$ cat src/rtl/sram_sdp_port_ctrl.sv
// Access controller for a simple-dual-port SRAM with active-low enables and a
// one-cycle registered read. Two read requesters share the read port under
// round-robin arbitration. One write requester passes straight through to the
// write port. A same-cycle write to the address being read is forwarded to
// that read's response. A clear sweep zeroes every entry on command.
module sram_sdp_port_ctrl #(
    parameter int DATA_WIDTH = 88,
    parameter int ADDR_WIDTH = 10,
    parameter int RAM_DEPTH  = 1024
) (
    input  logic                  clk,
    input  logic                  rst,
    input  logic                  clear_start,
    output logic                  clear_busy,
    output logic                  clear_done,
    input  logic                  wr_valid,
    output logic                  wr_ready,
    input  logic [ADDR_WIDTH-1:0] wr_addr,
    input  logic [DATA_WIDTH-1:0] wr_data,
    input  logic                  rd0_valid,
    output logic                  rd0_ready,
    input  logic [ADDR_WIDTH-1:0] rd0_addr,
    input  logic                  rd1_valid,
    output logic                  rd1_ready,
    input  logic [ADDR_WIDTH-1:0] rd1_addr,
    output logic                  rd0_rsp_valid,
    output logic                  rd1_rsp_valid,
    output logic [DATA_WIDTH-1:0] rsp_data,
    output logic                  sram_wr_cen,
    output logic [ADDR_WIDTH-1:0] sram_wr_a,
    output logic [DATA_WIDTH-1:0] sram_wr_d,
    output logic                  sram_rd_cen,
    output logic [ADDR_WIDTH-1:0] sram_rd_a,
    input  logic [DATA_WIDTH-1:0] sram_rd_q
);

    localparam logic [ADDR_WIDTH-1:0] LAST_ADDR = ADDR_WIDTH'(RAM_DEPTH - 1);

    typedef enum logic {
        NORMAL,
        CLEAR
    } state_t;

    state_t                  state;
    state_t                  state_next;
    logic [ADDR_WIDTH-1:0]   count;
    logic [ADDR_WIDTH-1:0]   count_next;

    logic                    arb_en;
    logic                    grant0;
    logic                    grant1;
    logic                    wr_accept;
    logic                    collide;

    // rr_ptr low favours requester 0, high favours requester 1
    logic                    rr_ptr;
    logic                    rsp0_q;
    logic                    rsp1_q;
    logic                    bypass_q;
    logic [DATA_WIDTH-1:0]   bypass_data_q;

    // State and sweep counter register
    always_ff @(posedge clk or posedge rst) begin
        if (rst) begin
            state <= NORMAL;
            count <= '0;
        end else begin
            state <= state_next;
            count <= count_next;
        end
    end

    // Next state, sweep progress and write-port steering
    always_comb begin
        state_next  = state;
        count_next  = count;
        clear_busy  = 1'b0;
        clear_done  = 1'b0;
        wr_ready    = 1'b0;
        sram_wr_cen = 1'b1;
        sram_wr_a   = wr_addr;
        sram_wr_d   = wr_data;
        case (state)
            NORMAL: begin
                wr_ready    = ~clear_start;
                sram_wr_cen = ~(wr_valid & ~clear_start);
                if (clear_start) begin
                    state_next = CLEAR;
                    count_next = '0;
                end
            end
            CLEAR: begin
                clear_busy  = 1'b1;
                sram_wr_cen = 1'b0;
                sram_wr_a   = count;
                sram_wr_d   = '0;
                if (count == LAST_ADDR) begin
                    clear_done = 1'b1;
                    state_next = NORMAL;
                    count_next = '0;
                end else begin
                    count_next = count + 1'b1;
                end
            end
            default: begin
                state_next = NORMAL;
                count_next = '0;
            end
        endcase
    end

    // Round-robin read arbitration, blocked during a sweep and on its start cycle
    always_comb begin
        arb_en    = (state == NORMAL) & ~clear_start;
        grant0    = arb_en & rd0_valid & (~rd1_valid | ~rr_ptr);
        grant1    = arb_en & rd1_valid & ~grant0;
        rd0_ready = grant0;
        rd1_ready = grant1;
        sram_rd_cen = ~(grant0 | grant1);
        if (grant0) begin
            sram_rd_a = rd0_addr;
        end else if (grant1) begin
            sram_rd_a = rd1_addr;
        end else begin
            sram_rd_a = '0;
        end
        wr_accept = wr_valid & wr_ready;
        collide   = wr_accept & (grant0 | grant1) & (wr_addr == sram_rd_a);
    end

    // Arbitration pointer and response stage, including forwarded write data
    always_ff @(posedge clk or posedge rst) begin
        if (rst) begin
            rr_ptr        <= 1'b0;
            rsp0_q        <= 1'b0;
            rsp1_q        <= 1'b0;
            bypass_q      <= 1'b0;
            bypass_data_q <= '0;
        end else begin
            if (grant0) begin
                rr_ptr <= 1'b1;
            end else if (grant1) begin
                rr_ptr <= 1'b0;
            end
            rsp0_q   <= grant0;
            rsp1_q   <= grant1;
            bypass_q <= collide;
            if (collide) begin
                bypass_data_q <= wr_data;
            end
        end
    end

    // Response mux: forwarded data wins over the stale SRAM word, zero when idle
    always_comb begin
        rd0_rsp_valid = rsp0_q;
        rd1_rsp_valid = rsp1_q;
        if (rsp0_q | rsp1_q) begin
            rsp_data = bypass_q ? bypass_data_q : sram_rd_q;
        end else begin
            rsp_data = '0;
        end
    end

endmodule

$ cat config.mk
export PLATFORM = sky130hd
export DESIGN_NAME = sram_sdp_port_ctrl
export DESIGN_NICKNAME = d
export VERILOG_FILES = /design/src/rtl/sram_sdp_port_ctrl.sv
export SDC_FILE = /design/constraint.sdc
export NUM_CORES = 1
export LEC_CHECK = 0
export CAP_MARGIN = 15
export CORE_AREA = 5 5 161 163
export CTS_CLUSTER_SIZE = 24
export DETAILED_ROUTE_END_ITERATION = 10
export DIE_AREA = 0 0 166 168
export PLACE_DENSITY = 0.63
export SYNTH_ARGS = -nofsm -noshare
export SYNTH_HDL_FRONTEND = slang
export SYNTH_SLANG_ARGS = --single-unit
$ cat constraint.sdc
create_clock -name clk -period 7.7 [get_ports clk]
set_input_delay 1.54 -clock clk [delete_from_list [all_inputs] [get_ports clk]]
set_output_delay 1.54 -clock clk [all_outputs]
set_load 0.05 [all_outputs]
==> results of run 1 <==
-- cells by family (layout without fill, tap and decap cells) --
kind of cell	count (synthesis)	after routing
and+or+nand+nor	220	220
DFF	103	103
AOI/OAI and AO/OA	30	30
xor gates and xnor gates	13	13
adders and majority gates	1	1
buffers and inverters	48	442
muxes	185	185
-- power by group through the flow --
stage / registers, W / logic, W / clock network, W
finish: 0.000589 / 0.000325 / 0.000480
global route: 0.000593 / 0.000351 / 0.000528
CTS: 0.000589 / 0.000329 / 0.000506
detailed placement: 0.000599 / 0.000328 / 0
global placement: 0.000598 / 0.000328 / 0
floorplan: 0.000588 / 0.000154 / 0
-- stage by stage --
stage | utilization (%) | hold slack [ns] | power (W)
floorplan | - | 0.463 | 0.000742
global placement | 44.4 | 0.484 | 0.000926
detailed placement | 44.4 | 0.493 | 0.000927
CTS | 45.6 | 0.510 | 0.00142
global route | 45.6 | 0.524 | 0.00147
finish | 45.6 | 0.504 | 0.00139
-- worst register-to-register path: cells and delay by family, from the launching register on --
kind,cells,cell delay (ns)
and+or+nand+nor,4,1.99
xor gates and xnor gates,1,0.09
AOI/OAI and AO/OA,1,0.24
DFF,1,0.71
buffers and inverters,1,0.65
muxes,1,0.42
-- cell usage in the layout, fill, tap and decap left out, drive strengths merged --
cell and n:
bufinv 1, o211ai 1, clkbuf 11, buf 5, xor2 10, clkdlybuf4s50 416, inv 7, o21ai 12
nor4 5, mux2 97, a22o 11, a21o 1, dfrtp 103, nor3 3, nand2 13, ha 1
nand2b 4, a21oi 2, xnor2 3, clkinvlp 1, mux2i 88, o31ai 3, nor2b 89, nand3 4
nor2 96, or3b 2, clkinv 1, and3 4
-- registers in the layout (all words and copies together), names as in the netlist --
name,flops
rd0_rsp_valid,1
bypass_data_q,88
bypass_q,1
count,10
rd1_rsp_valid,1
rr_ptr,1
state,1
-- final timing paths --
kind	start	endpoint	cells after the start	slack (ns)
worst max-delay path	clear_start	sram_rd_a[6]	5	2.21
worst min-delay path	bypass_data_q[13]	bypass_data_q[13]	1	0.50
worst max register to register	state	bypass_data_q[13]	8	3.50
worst min register to register	bypass_data_q[13]	bypass_data_q[13]	1	0.50
max in group asynchronous	rst	bypass_data_q[16]	3	4.82
min in group asynchronous	rst	bypass_data_q[12]	2	1.62
-- final cells by class --
cell class	instances	area, sq um
inverter	5	21.3
tap	324	405
clock inverter	5	63.8
multi-input combinational	449	3510
sequential	103	2580
timing repair buffer	421	4200
clock buffer	11	243
fill	2296	13100
-- layer usage --
layer	vias up	global-route usage [%]	part of all wire (%)
met2	231	31.2	52
met4	0	4.45	1.7
met1	2800	20.0	41
met3	20	4.06	6.0
li1	2815	-	-
met5	-	0	0
==> impl_metrics.tcl, run 1 <==
set metrics [dict create \
    std_cell_rows 57 \
    asyncSetResetFlopFracSynth_pct 100 \
    yosysWarningCount 0 \
    worst_ir_drop_vdd_mv 0.0918 \
    viasPerCell 4.45 \
    achievable-frequency_mhz 182 \
    fin_skew_ns 0.00867 \
    clk_path_buf_depth 2 \
    share_of_synthesized_cell_area_in_and_or_nand_and_nor_gates_pct 17.8 \
    yosys.area.top_type "dfrtp_1" \
    worst_setup_path_end_kind "primary output" \
    crit_path_start_kind "input pin" \
    htree_levels 3 \
    synth_xor_area_share_pct 1.81 \
    worstPathCellList "clkdlybuf4s50_1, nor2_4, and3_1, a22o_1, clkdlybuf4s50_1" \
    share_clk_of_total_power_pct 34.4 \
    post_cts_resized 0 \
    core-area_sq_um 24200 \
    critical_path.n_buffers_inverters 2 \
    wl_per_cell_um 18.8 \
    report.final.setup_viol 0 \
    grt_remaining_overflow 0 \
    p_comb_share_pct 23.3 \
    synth_fp_nets 813 \
    initial_utilization_pct 26.1 \
    power_density_nw_per_um2 126 \
    period_utilization_post_route_pct 71.3 \
    synth_compound_area_share_pct 3.24 \
    finalWorstPathRequiredPeriod_ns 5.49 \
    holdCritPathClass "flip-flop to flip-flop" \
    final-instance-count-excl-fill 1318 \
    path_clk_slew_ns 0.08 \
    post-synth-top-count-cell "dfrtp_1" \
    post_detail_place_hpwl_um 19000 \
    cts_hold_buffers 0 \
    groute.usage.overall_pct 17.0 \
    synthesis.instances 600 \
    cts_buffers 9 \
    die_footprint_sq_um 27900 \
    antenna_found_initial 0 \
    grt_max_degree 89 \
    synth.lib_cells_used.distinct 33 \
    synth-seq-area-share_pct 40.9 \
    drive_gt1_share_pct 12.7 \
    syn_avg_cell_area_sq_um 10.5 \
    number_of_synthesized_register_bits 103 \
    swShare_pct 28.4 \
    largest_cells_by_area_after_synthesis "dfrtp_1, mux2i_1, mux2_2, nor2b_1, nor2_1" \
    die_width_um 166 \
    synth-adder-area-share_pct 0.199 \
    drt_wl_total_um 24700 \
    vias_in_the_first_global_route 6172 \
    synthFlopType "dfrtp_1" \
    drtIter0Drc 156 \
    synth.mux.area_fraction_pct 32.4 \
    placed_cells_incl_taps 1302 \
    timing.final.max_slew_violations 0 \
    sequentialPowerShare_pct 42.2 \
    timing.setup.tns_ns 0 \
    final_nets 1202 \
    tritoncts_clock_tree "built" \
    dominant_combinational_cell_family_by_area_after_synthesis "multiplexers" \
    pre_cts_slack_ns 2.18 \
    final.setup.worst_slack_ns 2.21 \
    p_int_w 0.000999 \
    n_antenna_cell 0 \
    most_numerous_cell_on_the_critical_path "clkdlybuf4s50_1" \
    total_leakage_power_nw 4.42 \
    drtPass1Iterations 4 \
    cts_root_buffer "clkbuf_16" \
    worst_path_cell_with_the_longest_stage_delay "clkdlybuf4s50_1" \
    cap_violations 0 \
    postPlaceCellArea_sq_um 10700 \
    design.portCount 417 \
    tritoncts_num_sinks 103 \
    drt.antenna.violating_nets 0 \
    drc 0 \
    insertion_delay_ns 0.34 \
    path_max_fanout 14 \
    crit_family "buffers and inverters" \
    post_synth_instance_area_sq_um 6300 \
    number_of_vias_in_the_routed_layout 5866 \
    grt_setup_unrepaired "false" \
    portBuffers 416 \
    synth_top_cells_by_count "dfrtp_1, nor2_1, nor2b_1" \
    grt_pass1_wl_um 37700 \
    cts_post_setup_buffers_inserted 0 \
    synthToLayoutAreaGrowth_pct 75.1 \
    synth.top_cell.area_share_pct 40.9 \
    outcome "completed" \
    cp.arrival_ns 3.95 \
    die_y_um 168 \
    hold_viol 0 \
    postLayoutCellArea_sq_um 11000 \
    max_stage_delay_ns 0.83 \
    worst-endpoint-required_ns 6.16 \
    net-switching-power_w 0.000396 \
    worstSetupPathType "input pin to primary output" \
    worst-slew-pin-transition_ns 1.02 \
    globalplace.congestion 0.816 \
    maxSlewHeadroom_pct 31.9 \
    synth_enable_flop_cells 0 \
]
No activity file was read; power rests on OpenSTA's default activity.
==> run 2: changes to the inputs <==
--- a/config.mk
+++ b/config.mk
@@ -6,11 +6,11 @@
 export NUM_CORES = 1
 export LEC_CHECK = 0
 export CAP_MARGIN = 15
-export CORE_AREA = 5 5 161 163
+export CORE_AREA = 5 5 157 159
 export CTS_CLUSTER_SIZE = 24
 export DETAILED_ROUTE_END_ITERATION = 10
-export DIE_AREA = 0 0 166 168
-export PLACE_DENSITY = 0.63
+export DIE_AREA = 0 0 162 164
+export PLACE_DENSITY = 0.68
 export SYNTH_ARGS = -nofsm -noshare
 export SYNTH_HDL_FRONTEND = slang
 export SYNTH_SLANG_ARGS = --single-unit
==> constraint.sdc (replaced) <==
create_clock -name clk -period 4.5 [get_ports clk]
set_input_delay 0.9 -clock clk [delete_from_list [all_inputs] [get_ports clk]]
set_output_delay 0.9 -clock clk [all_outputs]
set_load 0.05 [all_outputs]
==> run 2 against run 1 <==
Compared with the run above: clock power increased by 63%; wire length decreased by 3.0%; core utilization increased by 2.3 points; clock-buffer cell count increased by 1; largest cell class unchanged; critical endpoint is now sram_rd_a[9]; highest routed layer unchanged; sequential power increased by 70%; register-to-register slack got worse by 2.1 ns.
==> impl_metrics.tcl, run 2 (synthesis results as in run 1) <==
set metrics [dict create \
    outcome "completed" \
    achievable-frequency_mhz 251 \
    largest_register_ff_count 88 \
    n_fill_cell 2185 \
    clk_path_buf_depth 2 \
    cts_root_buffer "clkbuf_16" \
    total_leakage_power_nw 4.50 \
    drtIter0Drc 215 \
    post-layout-total-power_w 0.00235 \
    groute.usage.overall_pct 17.0 \
    worst-endpoint-required_ns 3.60 \
    max_stage_delay_ns 0.82 \
    top_register "bypass_data_q" \
    number_of_vias_in_the_routed_layout 5887 \
    cts_post_setup_buffers_inserted 0 \
    insertion_delay_ns 0.35 \
    multi_input_logic_area_sq_um 3510 \
    drt_wl_total_um 24000 \
    initial_utilization_pct 27.3 \
    drive_gt1_share_pct 13.9 \
    holdCritPathClass "flip-flop to flip-flop" \
    post_detail_place_hpwl_um 19000 \
    commonest_non_fill_non_tap_cell_in_the_layout "clkdlybuf4s50_1" \
    report.final.setup_viol 0 \
    period_utilization_post_route_pct 88.7 \
    vias_in_the_first_global_route 6006 \
    die_y_um 164 \
    tritoncts_clock_tree "built" \
    power_density_nw_per_um2 212 \
    grt_remaining_overflow 0 \
    htree_levels 3 \
    cap_violations 0 \
    worst-slew-pin-transition_ns 0.966 \
    reg.largest.list "bypass_data_q: 88 flops, count: 10 flops" \
    cts_hold_buffers 0 \
    portBuffers 416 \
    antenna_found_initial 0 \
    grt_pass1_wl_um 35400 \
    wl_per_cell_um 18.5 \
    grt_setup_unrepaired "false" \
    drt.antenna.violating_nets 0 \
    timing.setup.tns_ns 0 \
    path_clk_slew_ns 0.08 \
    die_footprint_sq_um 26600 \
    finalWorstPathRequiredPeriod_ns 3.99 \
    worst_path_cell_with_the_longest_stage_delay "clkdlybuf4s50_1" \
    mostFrequentLayoutCells "clkdlybuf4s50_1, dfrtp_1, nor2_1" \
    timing.final.max_slew_violations 0 \
    globalplace.congestion 0.820 \
    most_numerous_cell_on_the_critical_path "clkdlybuf4s50_1" \
    worstSetupPathType "input pin to primary output" \
    core-area_sq_um 23100 \
    drtPass1Iterations 4 \
    std_cell_rows 56 \
    post_cts_resized 0 \
    drc 0 \
    final_nets 1211 \
    worst_ir_drop_vdd_mv 0.166 \
    hold_viol 0 \
    cts_buffers 9 \
    design.portCount 417 \
    crit_path_start_kind "input pin" \
    layout.area.seq_sq_um 2580 \
    grt_max_degree 59 \
    worst_setup_path_end_kind "primary output" \
    worstPathCellList "clkdlybuf4s50_1, nor2_4, and3_1, a22o_1, clkdlybuf4s50_1" \
    maxSlewHeadroom_pct 35.0 \
    die_width_um 162 \
    path_max_fanout 12 \
    tritoncts_num_sinks 103 \
    viasPerCell 4.55 \
    synthToLayoutAreaGrowth_pct 75.9 \
    cp.arrival_ns 3.09 \
    fin_skew_ns 0.0155 \
]
-- run 2: changes by cell type in the layout (fill, tap and decap cells not counted) --
cell             change
buf_12               +4
clkbuf_8             +1
bufinv_16            -1
clkinvlp_4           -1
inv_6                +1
clkdlybuf4s50_1      -4
diode_2              +1
buf_4                +9
-- run 2: path summary, 6_finish.rpt --
kind,start,to,slack (ns),cells past startpoint
setup / recovery,clear_start,sram_rd_a[9],0.51,5
hold / removal,bypass_data_q[13],bypass_data_q[13],0.50,1
setup reg to reg,state,bypass_data_q[19],1.39,8
hold reg to reg,bypass_data_q[13],bypass_data_q[13],0.50,1
max in group asynchronous,rst,bypass_data_q[63],2.71,3
min in group asynchronous,rst,bypass_data_q[27],1.07,2
-- run 2: critical path: cells and delay by family --
kind | cells | cell delay, ns
buffers and inverters | 2 | 1.36
AND/OR/NAND/NOR | 2 | 0.58
AO/OA/AOI/OAI | 1 | 0.24
-- run 2: power by group --
| part | internal, W | switching (W) | total, W | leakage (nW) |
|---|---|---|---|---|
| Sequential | 0.000960 | 0.0000453 | 0.00100 | 1.41 |
| Combinational | 0.000299 | 0.000262 | 0.000561 | 2.94 |
| Clock | 0.000414 | 0.000369 | 0.000783 | 0.144 |
-- run 2: cell type report --
cell class                      count  area share (%)
Inverter                            5           0.192
Sequential cell                   103            23.3
Timing Repair Buffer              430            38.9
Multi-Input combinational cell    449            31.7
Antenna cell                        1          0.0226
Clock inverter                      4           0.316
Clock buffer                       12            2.31
Tap cell                          290            3.27
-- run 2: routing by layer --
layer / vias up / wire (um) / track usage [%]
met5: - / 0 / 0
met4: 0 / 488 / 5.19
met3: 25 / 1460 / 3.66
met2: 211 / 12300 / 30.7
met1: 2816 / 9720 / 20.3
li1: 2835 / - / -
-- run 2: stage by stage --
step	util, %	std cells	hold slack, ns	setup WS (ns)	instance area, sq um
final	47.9	1294	0.504	0.510	11100
after global routing	47.9	1293	0.519	0.394	11100
after CTS	47.9	1293	0.504	0.481	11100
after detailed placement	46.7	1277	0.485	0.494	10800
after global placement	46.7	1277	0.481	0.518	10800
after floorplan	-	600	0.463	0.896	6300
